**config.mk**
```make
export PLATFORM = sky130hd
export DESIGN_NAME = led_flow_ctrl
export DESIGN_NICKNAME = d
export VERILOG_FILES = /design/src/rtl/led_flow_ctrl.sv
export SDC_FILE = /design/constraint.sdc
export NUM_CORES = 1
export LEC_CHECK = 0
export CORE_UTILIZATION = 45
export CTS_BUF_LIST = sky130_fd_sc_hd__clkbuf_8
export DETAILED_ROUTE_END_ITERATION = 6
export GPL_ROUTABILITY_DRIVEN = 0
export GPL_TIMING_DRIVEN = 0
export PLACE_DENSITY = 0.71
export SETUP_SLACK_MARGIN = 0.1
export SLEW_MARGIN = 20
export SYNTH_ARGS = -nofsm -noshare
export SYNTH_HDL_FRONTEND = slang
export SYNTH_SLANG_ARGS = --single-unit
export TNS_END_PERCENT = 50
```
**constraint.sdc**
```tcl
create_clock -name clk -period 3.1 [get_ports clk]
set_clock_uncertainty 0.2 [all_clocks]
set_input_delay 0.62 -clock clk [delete_from_list [all_inputs] [get_ports clk]]
set_output_delay 0.62 -clock clk [all_outputs]
set_load 0.05 [all_outputs]
```
**src/rtl/led_flow_ctrl.sv**
```systemverilog
// Running-LED pattern generator: base prescaler, run-time speed divider and
// four patterns (shift-left, shift-right, ping-pong, fill-bar) with pause.
module led_flow_ctrl #(
  parameter int unsigned LED_NUM    = 8,
  parameter int unsigned TICK_MAX   = 24_999_999,
  parameter int unsigned ACTIVE_LOW = 1
) (
  input  logic               clk,
  input  logic               rst,
  input  logic [1:0]         mode,
  input  logic [1:0]         speed,
  input  logic               pause,
  output logic [LED_NUM-1:0] led,
  output logic               step,
  output logic [4:0]         pos
);

  localparam int unsigned        TW       = (TICK_MAX > 0) ? $clog2(TICK_MAX + 1) : 1;
  localparam logic [TW-1:0]      TICK_TOP = TW'(TICK_MAX);
  localparam logic [4:0]         POS_MAX  = 5'(LED_NUM - 1);
  localparam logic [LED_NUM-1:0] LED_OFF  = (ACTIVE_LOW != 0) ? '1 : '0;

  typedef enum logic {DIR_UP, DIR_DOWN} dir_t;

  logic [TW-1:0]      r_tick_cnt;
  logic [2:0]         r_div_cnt;
  logic [4:0]         r_pos;
  dir_t               r_dir;
  logic               r_step;
  logic [1:0]         r_mode_q;
  logic [LED_NUM-1:0] r_led;

  logic [TW-1:0]      w_tick_nxt;
  logic [2:0]         w_div_nxt;
  logic [4:0]         w_pos_nxt;
  dir_t               w_dir_nxt;
  logic               w_step_nxt;
  logic               w_tick;
  logic [2:0]         w_div_lim;
  logic [LED_NUM-1:0] w_pat;

  always_comb begin
    w_div_lim = 3'd0;
    case (speed)
      2'd0: w_div_lim = 3'd0;
      2'd1: w_div_lim = 3'd1;
      2'd2: w_div_lim = 3'd3;
      2'd3: w_div_lim = 3'd7;
      default: w_div_lim = 3'd0;
    endcase
  end

  assign w_tick = !pause && (r_tick_cnt == TICK_TOP);

  // Mode change wins over pause and over a step landing on the same edge.
  always_comb begin
    w_tick_nxt = r_tick_cnt;
    w_div_nxt  = r_div_cnt;
    w_pos_nxt  = r_pos;
    w_dir_nxt  = r_dir;
    w_step_nxt = 1'b0;
    if (mode != r_mode_q) begin
      w_tick_nxt = '0;
      w_div_nxt  = '0;
      w_pos_nxt  = '0;
      w_dir_nxt  = DIR_UP;
    end else if (!pause) begin
      w_tick_nxt = w_tick ? '0 : r_tick_cnt + 1'b1;
      if (w_tick) begin
        // >= lets a lowered speed take effect on the very next tick
        if (r_div_cnt >= w_div_lim) begin
          w_div_nxt  = '0;
          w_step_nxt = 1'b1;
          if (r_mode_q == 2'd2) begin
            if (r_dir == DIR_UP) begin
              if (r_pos == POS_MAX) begin
                w_dir_nxt = DIR_DOWN;
                w_pos_nxt = POS_MAX - 5'd1;
              end else begin
                w_pos_nxt = r_pos + 5'd1;
              end
            end else begin
              if (r_pos == 5'd0) begin
                w_dir_nxt = DIR_UP;
                w_pos_nxt = 5'd1;
              end else begin
                w_pos_nxt = r_pos - 5'd1;
              end
            end
          end else begin
            w_pos_nxt = (r_pos == POS_MAX) ? 5'd0 : r_pos + 5'd1;
          end
        end else begin
          w_div_nxt = r_div_cnt + 3'd1;
        end
      end
    end
  end

  always_comb begin
    w_pat = '0;
    for (int unsigned i = 0; i < LED_NUM; i++) begin
      case (r_mode_q)
        2'd1:    w_pat[i] = ((i + 32'(r_pos)) == (LED_NUM - 1));
        2'd3:    w_pat[i] = (i <= 32'(r_pos));
        default: w_pat[i] = (i == 32'(r_pos));
      endcase
    end
  end

  always_ff @(posedge clk) begin
    if (!rst) begin
      r_tick_cnt <= '0;
      r_div_cnt  <= '0;
      r_pos      <= '0;
      r_dir      <= DIR_UP;
      r_step     <= 1'b0;
      r_mode_q   <= mode;
      r_led      <= LED_OFF;
    end else begin
      r_tick_cnt <= w_tick_nxt;
      r_div_cnt  <= w_div_nxt;
      r_pos      <= w_pos_nxt;
      r_dir      <= w_dir_nxt;
      r_step     <= w_step_nxt;
      r_mode_q   <= mode;
      r_led      <= (ACTIVE_LOW != 0) ? ~w_pat : w_pat;
    end
  end

  assign led  = r_led;
  assign step = r_step;
  assign pos  = r_pos;

endmodule

```
==> metrics.cfg, run 1 <==
[yosys]
syn-mean-instance-area_um2 = 8.514
combinational_family_with_the_most_area_after_synthesis = simple AND/OR/NAND/NOR gates
synth-simple-area-share = 0.2905
cell_area_after_synthesis_um2 = 2529
synth-seq-area-share = 0.3563
synth_unique_cells = 55
post_synthesis_compound_gate_area_fraction = 0.1277
synth_top_cells_by_area = sky130_fd_sc_hd__dfxtp_1 (36%), sky130_fd_sc_hd__ha_1 (7.4%), sky130_fd_sc_hd__xnor2_1 (5.2%)
synth_async_sr_flop_share = 0
syn-num-nets = 319
synth_seq_cells = 45
synth_cells = 297
synth.mux.area_fraction = 0.003958
synth_flop_cell = sky130_fd_sc_hd__dfxtp_1
synth_warnings = 0
synth_edf_count = 0
synth-adder-area-share = 0.07422
synth_xor_xnor_area_share = 0.1039
post-synth-top-area-cell = sky130_fd_sc_hd__dfxtp_1
synth_top_area_frac = 0.3563

[clock_tree]
clk-insertion-delay-late_ns = 0.29
tritoncts = built
clk_transition_reported_paths_ns = 0.08
cts_buffers = 5
htreeDepth = 2
cts_root_buffer = sky130_fd_sc_hd__clkbuf_8
clock_path_buffers = 2
postCtsHoldBufs = 0
cts_sinks = 45

[hold_path]
hold_crit_path_type = reg -> reg
hold-path-endpoint = r_div_cnt[1]$_SDFFE_PP0P_
holdCritStartpoint = r_div_cnt[1]$_SDFFE_PP0P_
timing.hold.worst_path_depth = 2

[sta]
final_max_slew_viol_count = 0
setup_violators_final = 0
timing.final.crit_share = 0.8890
max_freq_ghz = 0.3628
totalNegativeSetupSlack_ns = 0
max_slew_margin = 0.4440
hold_viol_final = 0
clock_period_minus_worst_slack_ns = 2.756
setup_repair_after_global_routing_missed_its_margin = no
max_slew.worst_pin.slew_ns = 0.8224

[setup_path]
crit_path_max_incr_delay_ns = 0.44
critical_path.endpoint_type = register
ff_to_ff_setup_slack_ns = 0.52
crit_family = compound AO/OA/AOI/OAI gates
path_buf_inv = 2
rr_endpoint = pos[1]$_SDFFE_PP0P_
worst-r2r-cell-count = 7
timing.critical_path.required_ns = 3.10
timing.critical_path.arrival_ns = 2.75
criticalPathCategory = in -> reg
worst_path_max_delay_cell = sky130_fd_sc_hd__clkdlybuf4s50_1
timing.rr.start = pos[1]$_SDFFE_PP0P_
crit_fanout = 6
critical_path.cell_chain = clkdlybuf4s50_1, or2_2, ha_1, nor2b_1, o21ai_1, and3_2, buf_2, a31oi_1, a311oi_1
startpoint_type = input pin

[drt]
detail_route.iter0.violations = 82
detail-route-antenna-nets = 0
vias = 2097
avgViaCountPerCell = 5.322
avgRoutedWirePerCell_um = 12.88
totalWireLength_mm = 5.075
drt-pass1-iter-count = 4
post-route-drc-count = 0

[die]
starting_density_of_the_core = 0.4798
pin_count = 21
num_rows = 26
placeableCoreArea_um2 = 5270
die-area_um2 = 5923
die-height_um = 76.96
die_width_um = 76.96

[global_routing]
grt_first_pass_wirelength_mm = 8.535
grt_max_degree = 14
first_global_vias = 1907
antenna_violations_before_repair = 0
grt_overflow = 0
gr-usage-all-layers = 0.1783

[power_and_ir_drop]
static_leakage_uw = 0.001010
power.ir.vdd_worst_mv = 0.2576
powerDensity_nw_per_um2 = 361.4

[final_layout]
layout-drive-gt1-share = 0.08025
num_antenna_cells = 0
area.growth.synth_to_final_pct = 14.99
num-nets-final = 345
sequential_cell_area_um2 = 900.9
multi_input_comb_area_um2 = 1518
fin_util = 0.5518
final.fill_count = 515

[placement]
hpwl_mm = 3.741
placement.io_buffers = 19

[run_status]
status = complete, no violations

[job]
timing.max_cap.violations = 0

[cells by family (layout without fill, tap and decap cells)]
family	after synthesis	after routing
compound gates	51	51
xor+xnor	30	30
fa+ha+maj	15	15
buf+inv	22	49
flops	45	45
mux	1	1
simple gates	133	133
[power by group]
part / internal, uW / switching, uW
combinational: 29.4 / 45.9
clock: 201 / 188
sequential: 584 / 2.25
total: 814 / 236
[worst max-delay path by stage]
stage	from	endpoint	slack [ns]	depth (start not counted)
final	speed[1]	r_dir$_SDFFE_PP0P_	0.34	9
after global routing	speed[1]	r_dir$_SDFFE_PP0P_	0.21	9
after CTS	speed[1]	r_dir$_SDFFE_PP0P_	0.16	9
after detailed placement	speed[1]	r_dir$_SDFFE_PP0P_	-0.13	9
after global placement	speed[1]	pos[4]$_SDFFE_PP0P_	-0.06	8
after floorplan	speed[1]	pos[4]$_SDFFE_PP0P_	0.57	7
[cell usage in the layout (no fill, tap or decap), types with 6 or more instances in the layout]
cell                              netlist  routed
sky130_fd_sc_hd__nor2_1                32      32
sky130_fd_sc_hd__nand2b_1               6       6
sky130_fd_sc_hd__nand2_1               27      27
sky130_fd_sc_hd__xnor2_1               15      15
sky130_fd_sc_hd__o21ai_0               13      12
sky130_fd_sc_hd__nand4_1                7       7
sky130_fd_sc_hd__xor2_1                15      15
sky130_fd_sc_hd__clkdlybuf4s50_1        0      19
sky130_fd_sc_hd__a21oi_1               15      15
sky130_fd_sc_hd__clkbuf_8               0       7
sky130_fd_sc_hd__nand3_1               19      19
sky130_fd_sc_hd__dfxtp_1               45      45
sky130_fd_sc_hd__ha_1                  15      15
sky130_fd_sc_hd__inv_1                  9       9
[registers in the layout, summed over array words and instances (netlist names)]
signal / cells
r_dir: 1
r_mode_q: 2
r_tick_cnt: 25
led: 8
r_div_cnt: 3
pos: 5
step: 1
[metal layers]
metal / up-vias / GRT usage / routed length (um)
li1: 1104 / - / -
met1: 947 / 0.2089 / 2459
met2: 41 / 0.3179 / 2356
met3: 5 / 0.04405 / 213
met4: 0 / 0.05192 / 45
met5: - / 0 / 0
[cells in the mapped netlist, types with 6 or more instances]
master and n:
sky130_fd_sc_hd__nand2b_1 6, sky130_fd_sc_hd__nand4_1 7, sky130_fd_sc_hd__xor2_1 15, sky130_fd_sc_hd__inv_1 9, sky130_fd_sc_hd__dfxtp_1 45, sky130_fd_sc_hd__nor2_1 32, sky130_fd_sc_hd__ha_1 15, sky130_fd_sc_hd__nand3_1 19
sky130_fd_sc_hd__xnor2_1 15, sky130_fd_sc_hd__nand2_1 27, sky130_fd_sc_hd__o21ai_0 13, sky130_fd_sc_hd__a21oi_1 15
[worst min-delay path, stage by stage (launching register included)]
cell and delay [ns]:
sky130_fd_sc_hd__dfxtp_1 0.33, sky130_fd_sc_hd__nand2_1 0.06, sky130_fd_sc_hd__a21oi_1 0.05
[per-stage QoR]
| step | hold WS (ns) | instances | total power [uW] | setup slack (ns) | instance area (um2) |
|---|---|---|---|---|---|
| 6_report | 0.2816 | 394 | 1051 | 0.3440 | 2908 |
| 2_1_floorplan | 0.2484 | 297 | 650.4 | 0.5732 | 2529 |
| 5_1_grt | 0.3131 | 394 | 1090 | 0.2114 | 2908 |
| 4_1_cts | 0.2865 | 394 | 1065 | 0.1646 | 2908 |
| 3_5_place_dp | 0.2742 | 386 | 675.0 | -0.1335 | 2806 |
| 3_3_place_gp | 0.2623 | 386 | 674.5 | -0.05652 | 2806 |
[repair_timing]
item | in CTS | in global routing
setup buffers | 0 | 0
endpoints found under the setup margin | 0 | 2
endpoints found under the hold margin | 0 | 0
gates resized for setup | 0 | 1
[layout make-up]
cell class | count | area share
Clock buffer | 7 | 0.03313
Timing Repair Buffer | 19 | 0.06540
Inverter | 9 | 0.01162
Multi-Input combinational cell | 230 | 0.5219
Tap cell | 70 | 0.03012
Clock inverter | 1 | 0.001721
Buffer | 13 | 0.02625
Sequential cell | 45 | 0.3098
(Power assumes the default switching activity.)
==> run 2, diff against run 1 <==
--- a/config.mk
+++ b/config.mk
@@ -8,9 +8,10 @@
 export CORE_UTILIZATION = 45
 export CTS_BUF_LIST = sky130_fd_sc_hd__clkbuf_8
 export DETAILED_ROUTE_END_ITERATION = 6
+export DONT_BUFFER_PORTS = 1
 export GPL_ROUTABILITY_DRIVEN = 0
 export GPL_TIMING_DRIVEN = 0
-export PLACE_DENSITY = 0.71
+export PLACE_DENSITY = 0.67
 export SETUP_SLACK_MARGIN = 0.1
 export SLEW_MARGIN = 20
 export SYNTH_ARGS = -nofsm -noshare
==> run 2 against run 1 <==
Effect of this change: die area unchanged; sequential share of layout area up 2.3 points; critical path depth down 3; sequential power up 3%; highest routed layer unchanged; critical endpoint is now led[7]$_SDFF_PN1_.
==> metrics.cfg, run 2 (synthesized netlist as in run 1, its figures left out) <==
[clock_tree]
clk_transition_reported_paths_ns = 0.08  ; about the same
number_of_post_cts_setup_repair_buffers = 0  ; unchanged
cts_root_buffer = sky130_fd_sc_hd__clkbuf_8
clk-insertion-delay-late_ns = 0.30  ; about the same
tritoncts = built
clock_path_buffers = 2  ; unchanged
cts_buffers = 5  ; unchanged
cts_sinks = 45  ; unchanged
htreeDepth = 2  ; unchanged

[setup_path]
crit_fanout = 9  ; +3
rr_endpoint = led[7]$_SDFF_PN1_
crit_path_max_incr_delay_ns = 0.86  ; +0.42 ns
critical_path.endpoint = led[7]$_SDFF_PN1_
worst_setup_path_startpoint = pos[1]$_SDFFE_PP0P_
worst-r2r-cell-count = 6  ; -1
critical_path.endpoint_type = register
worst_path_max_delay_cell = sky130_fd_sc_hd__dfxtp_1
timing.critical_path.required_ns = 3.06  ; -0.04 ns
critical_path.cell_chain = inv_1, ha_1, a21boi_0, xnor2_1, o31ai_1, nand3_1
timing.critical_path.arrival_ns = 2.78  ; +0.03 ns
startpoint_type = register
criticalPathCategory = reg -> reg
ff_to_ff_setup_slack_ns = 0.28  ; -0.24 ns
timing.rr.start = pos[1]$_SDFFE_PP0P_

[final_layout]
num-nets-final = 326  ; -5.5%
num_antenna_cells = 0  ; unchanged
most-common-layout-cells = sky130_fd_sc_hd__dfxtp_1 (45), sky130_fd_sc_hd__nor2_1 (32), sky130_fd_sc_hd__nand2_1 (27), sky130_fd_sc_hd__nand3_1 (19)
finalInstanceArea_um2 = 2709  ; -6.8%
final.fill_count = 516  ; +0.19%
top_register = r_tick_cnt
largest_reg_flops = 25  ; unchanged
fin_util = 0.5140  ; -0.03775
layout-drive-gt1-share = 0.08224  ; +0.001990
layout_commonest_cell = sky130_fd_sc_hd__dfxtp_1
area.growth.synth_to_final_pct = 7.125

[power_and_ir_drop]
powerDensity_nw_per_um2 = 370.1  ; +2.4%
static_leakage_uw = 0.0009329  ; -7.6%
power.ir.vdd_worst_mv = 0.2363  ; -8.2%

[die]
die-height_um = 76.96  ; unchanged
die-area_um2 = 5923  ; unchanged
die_width_um = 76.96  ; unchanged
starting_density_of_the_core = 0.4798  ; unchanged
placeableCoreArea_um2 = 5270  ; unchanged
pin_count = 21  ; unchanged
num_rows = 26  ; unchanged

[drt]
avgViaCountPerCell = 5.561  ; +4.5%
vias = 2080  ; -0.81%
avgRoutedWirePerCell_um = 13.86  ; +7.6%
post-route-drc-count = 0  ; unchanged
detail-route-antenna-nets = 0  ; unchanged
detail_route.iter0.violations = 99  ; +21%
drt-pass1-iter-count = 4  ; unchanged
totalWireLength_mm = 5.182  ; +2.1%

[hold_path]
timing.hold.worst_path_depth = 0  ; -2
hold_crit_path_type = in -> reg

[sta]
max_slew_margin = 0.4521  ; +0.008101
setup_violators_final = 0  ; unchanged
final_max_slew_viol_count = 0  ; unchanged
max_freq_ghz = 0.3545  ; -2.3%
setup_repair_after_global_routing_missed_its_margin = no
max_slew.worst_pin.slew_ns = 0.8207  ; -0.001687 ns
hold_viol_final = 0  ; unchanged
totalNegativeSetupSlack_ns = 0  ; unchanged
clock_period_minus_worst_slack_ns = 2.821  ; +0.06464 ns
timing.final.crit_share = 0.9099  ; +0.02085

[placement]
hpwl_mm = 3.639  ; -2.7%
detailed_place.area_um2 = 2616  ; -6.8%
placement.io_buffers = 0  ; -19

[global_routing]
first_global_vias = 1820  ; -4.6%
grt_max_degree = 13  ; -1
grt_overflow = 0  ; unchanged
gr-usage-all-layers = 0.1812  ; +0.002917
antenna_violations_before_repair = 0  ; unchanged
grt_first_pass_wirelength_mm = 8.611  ; +0.89%

[run_status]
status = complete, no violations

[job]
timing.max_cap.violations = 0  ; unchanged

[run 2: worst min-delay path by stage]
stage | from | end | slack, ns
2_1_floorplan | r_div_cnt[0]$_SDFFE_PP0P_ | r_div_cnt[0]$_SDFFE_PP0P_ | 0.25
3_3_place_gp | r_div_cnt[0]$_SDFFE_PP0P_ | r_div_cnt[0]$_SDFFE_PP0P_ | 0.27
3_5_place_dp | r_div_cnt[0]$_SDFFE_PP0P_ | r_div_cnt[0]$_SDFFE_PP0P_ | 0.28
4_1_cts | mode[1] | r_mode_q[1]$_DFF_P_ | 0.14
5_1_grt | mode[0] | r_mode_q[0]$_DFF_P_ | 0.13
6_report | mode[0] | r_mode_q[0]$_DFF_P_ | 0.15
[run 2: repair_timing]
action,4_1_cts,5_1_grt
hold buffers,0,0
resized for setup,0,1
setup endpoints to repair,0,1
[run 2: area by class of cell]
type | count | area [um2] | share of cell area
Tap cell | 70 | 87.58 | 0.03233
Clock buffer | 6 | 82.58 | 0.03048
Sequential cell | 45 | 900.9 | 0.3326
Buffer | 13 | 76.32 | 0.02818
Multi-Input combinational cell | 230 | 1524 | 0.5626
Clock inverter | 1 | 3.754 | 0.001386
Inverter | 9 | 33.78 | 0.01247
[run 2: where the power goes]
group | leakage (uW) | total, uW | switching (uW) | internal [uW]
clock | 0.0000485 | 356 | 182 | 174
combinational | 0.000520 | 45.1 | 27.9 | 17.2
sequential | 0.000365 | 602 | 18.0 | 584
total | 0.000933 | 1000 | 228 | 775
[run 2: per-layer routing]
layer	vias to the layer above	global-route usage	wire [um]
met5	-	0	0
met4	0	0.07115	71
met3	7	0.03929	190
met2	50	0.2696	2278
met1	965	0.2520	2641
li1	1058	-	-
[run 2: metrics by stage]
stage	total power, uW	instances	setup slack, ns	hold WS, ns
floorplan	650.4	297	0.5732	0.2484
global placement	659.8	367	0.3050	0.2661
detailed placement	660.3	367	0.2840	0.2761
CTS	1016	374	0.2713	0.1369
global route	1046	374	0.1401	0.1257
finish	1003	374	0.2793	0.1472
[run 2: critical path, delay by kind of cell (launching register included)]
family	cells	cell delay [ns]
adder cells (fa/ha/maj)	1	0.31
flip-flops	1	0.86
AO/OA/AOI/OAI	2	0.72
AND/OR/NAND/NOR	1	0.11
buffers and inverters	1	0.35
XOR/XNOR	1	0.12
==> run 3, diff against run 2 <==
--- a/config.mk
+++ b/config.mk
@@ -13,7 +13,7 @@
 export GPL_TIMING_DRIVEN = 0
 export PLACE_DENSITY = 0.67
 export SETUP_SLACK_MARGIN = 0.1
-export SLEW_MARGIN = 20
+export SLEW_MARGIN = 30
 export SYNTH_ARGS = -nofsm -noshare
 export SYNTH_HDL_FRONTEND = slang
 export SYNTH_SLANG_ARGS = --single-unit
==> results of run 3 <==
Final layout, timing and power as in run 2 (identical DEF).
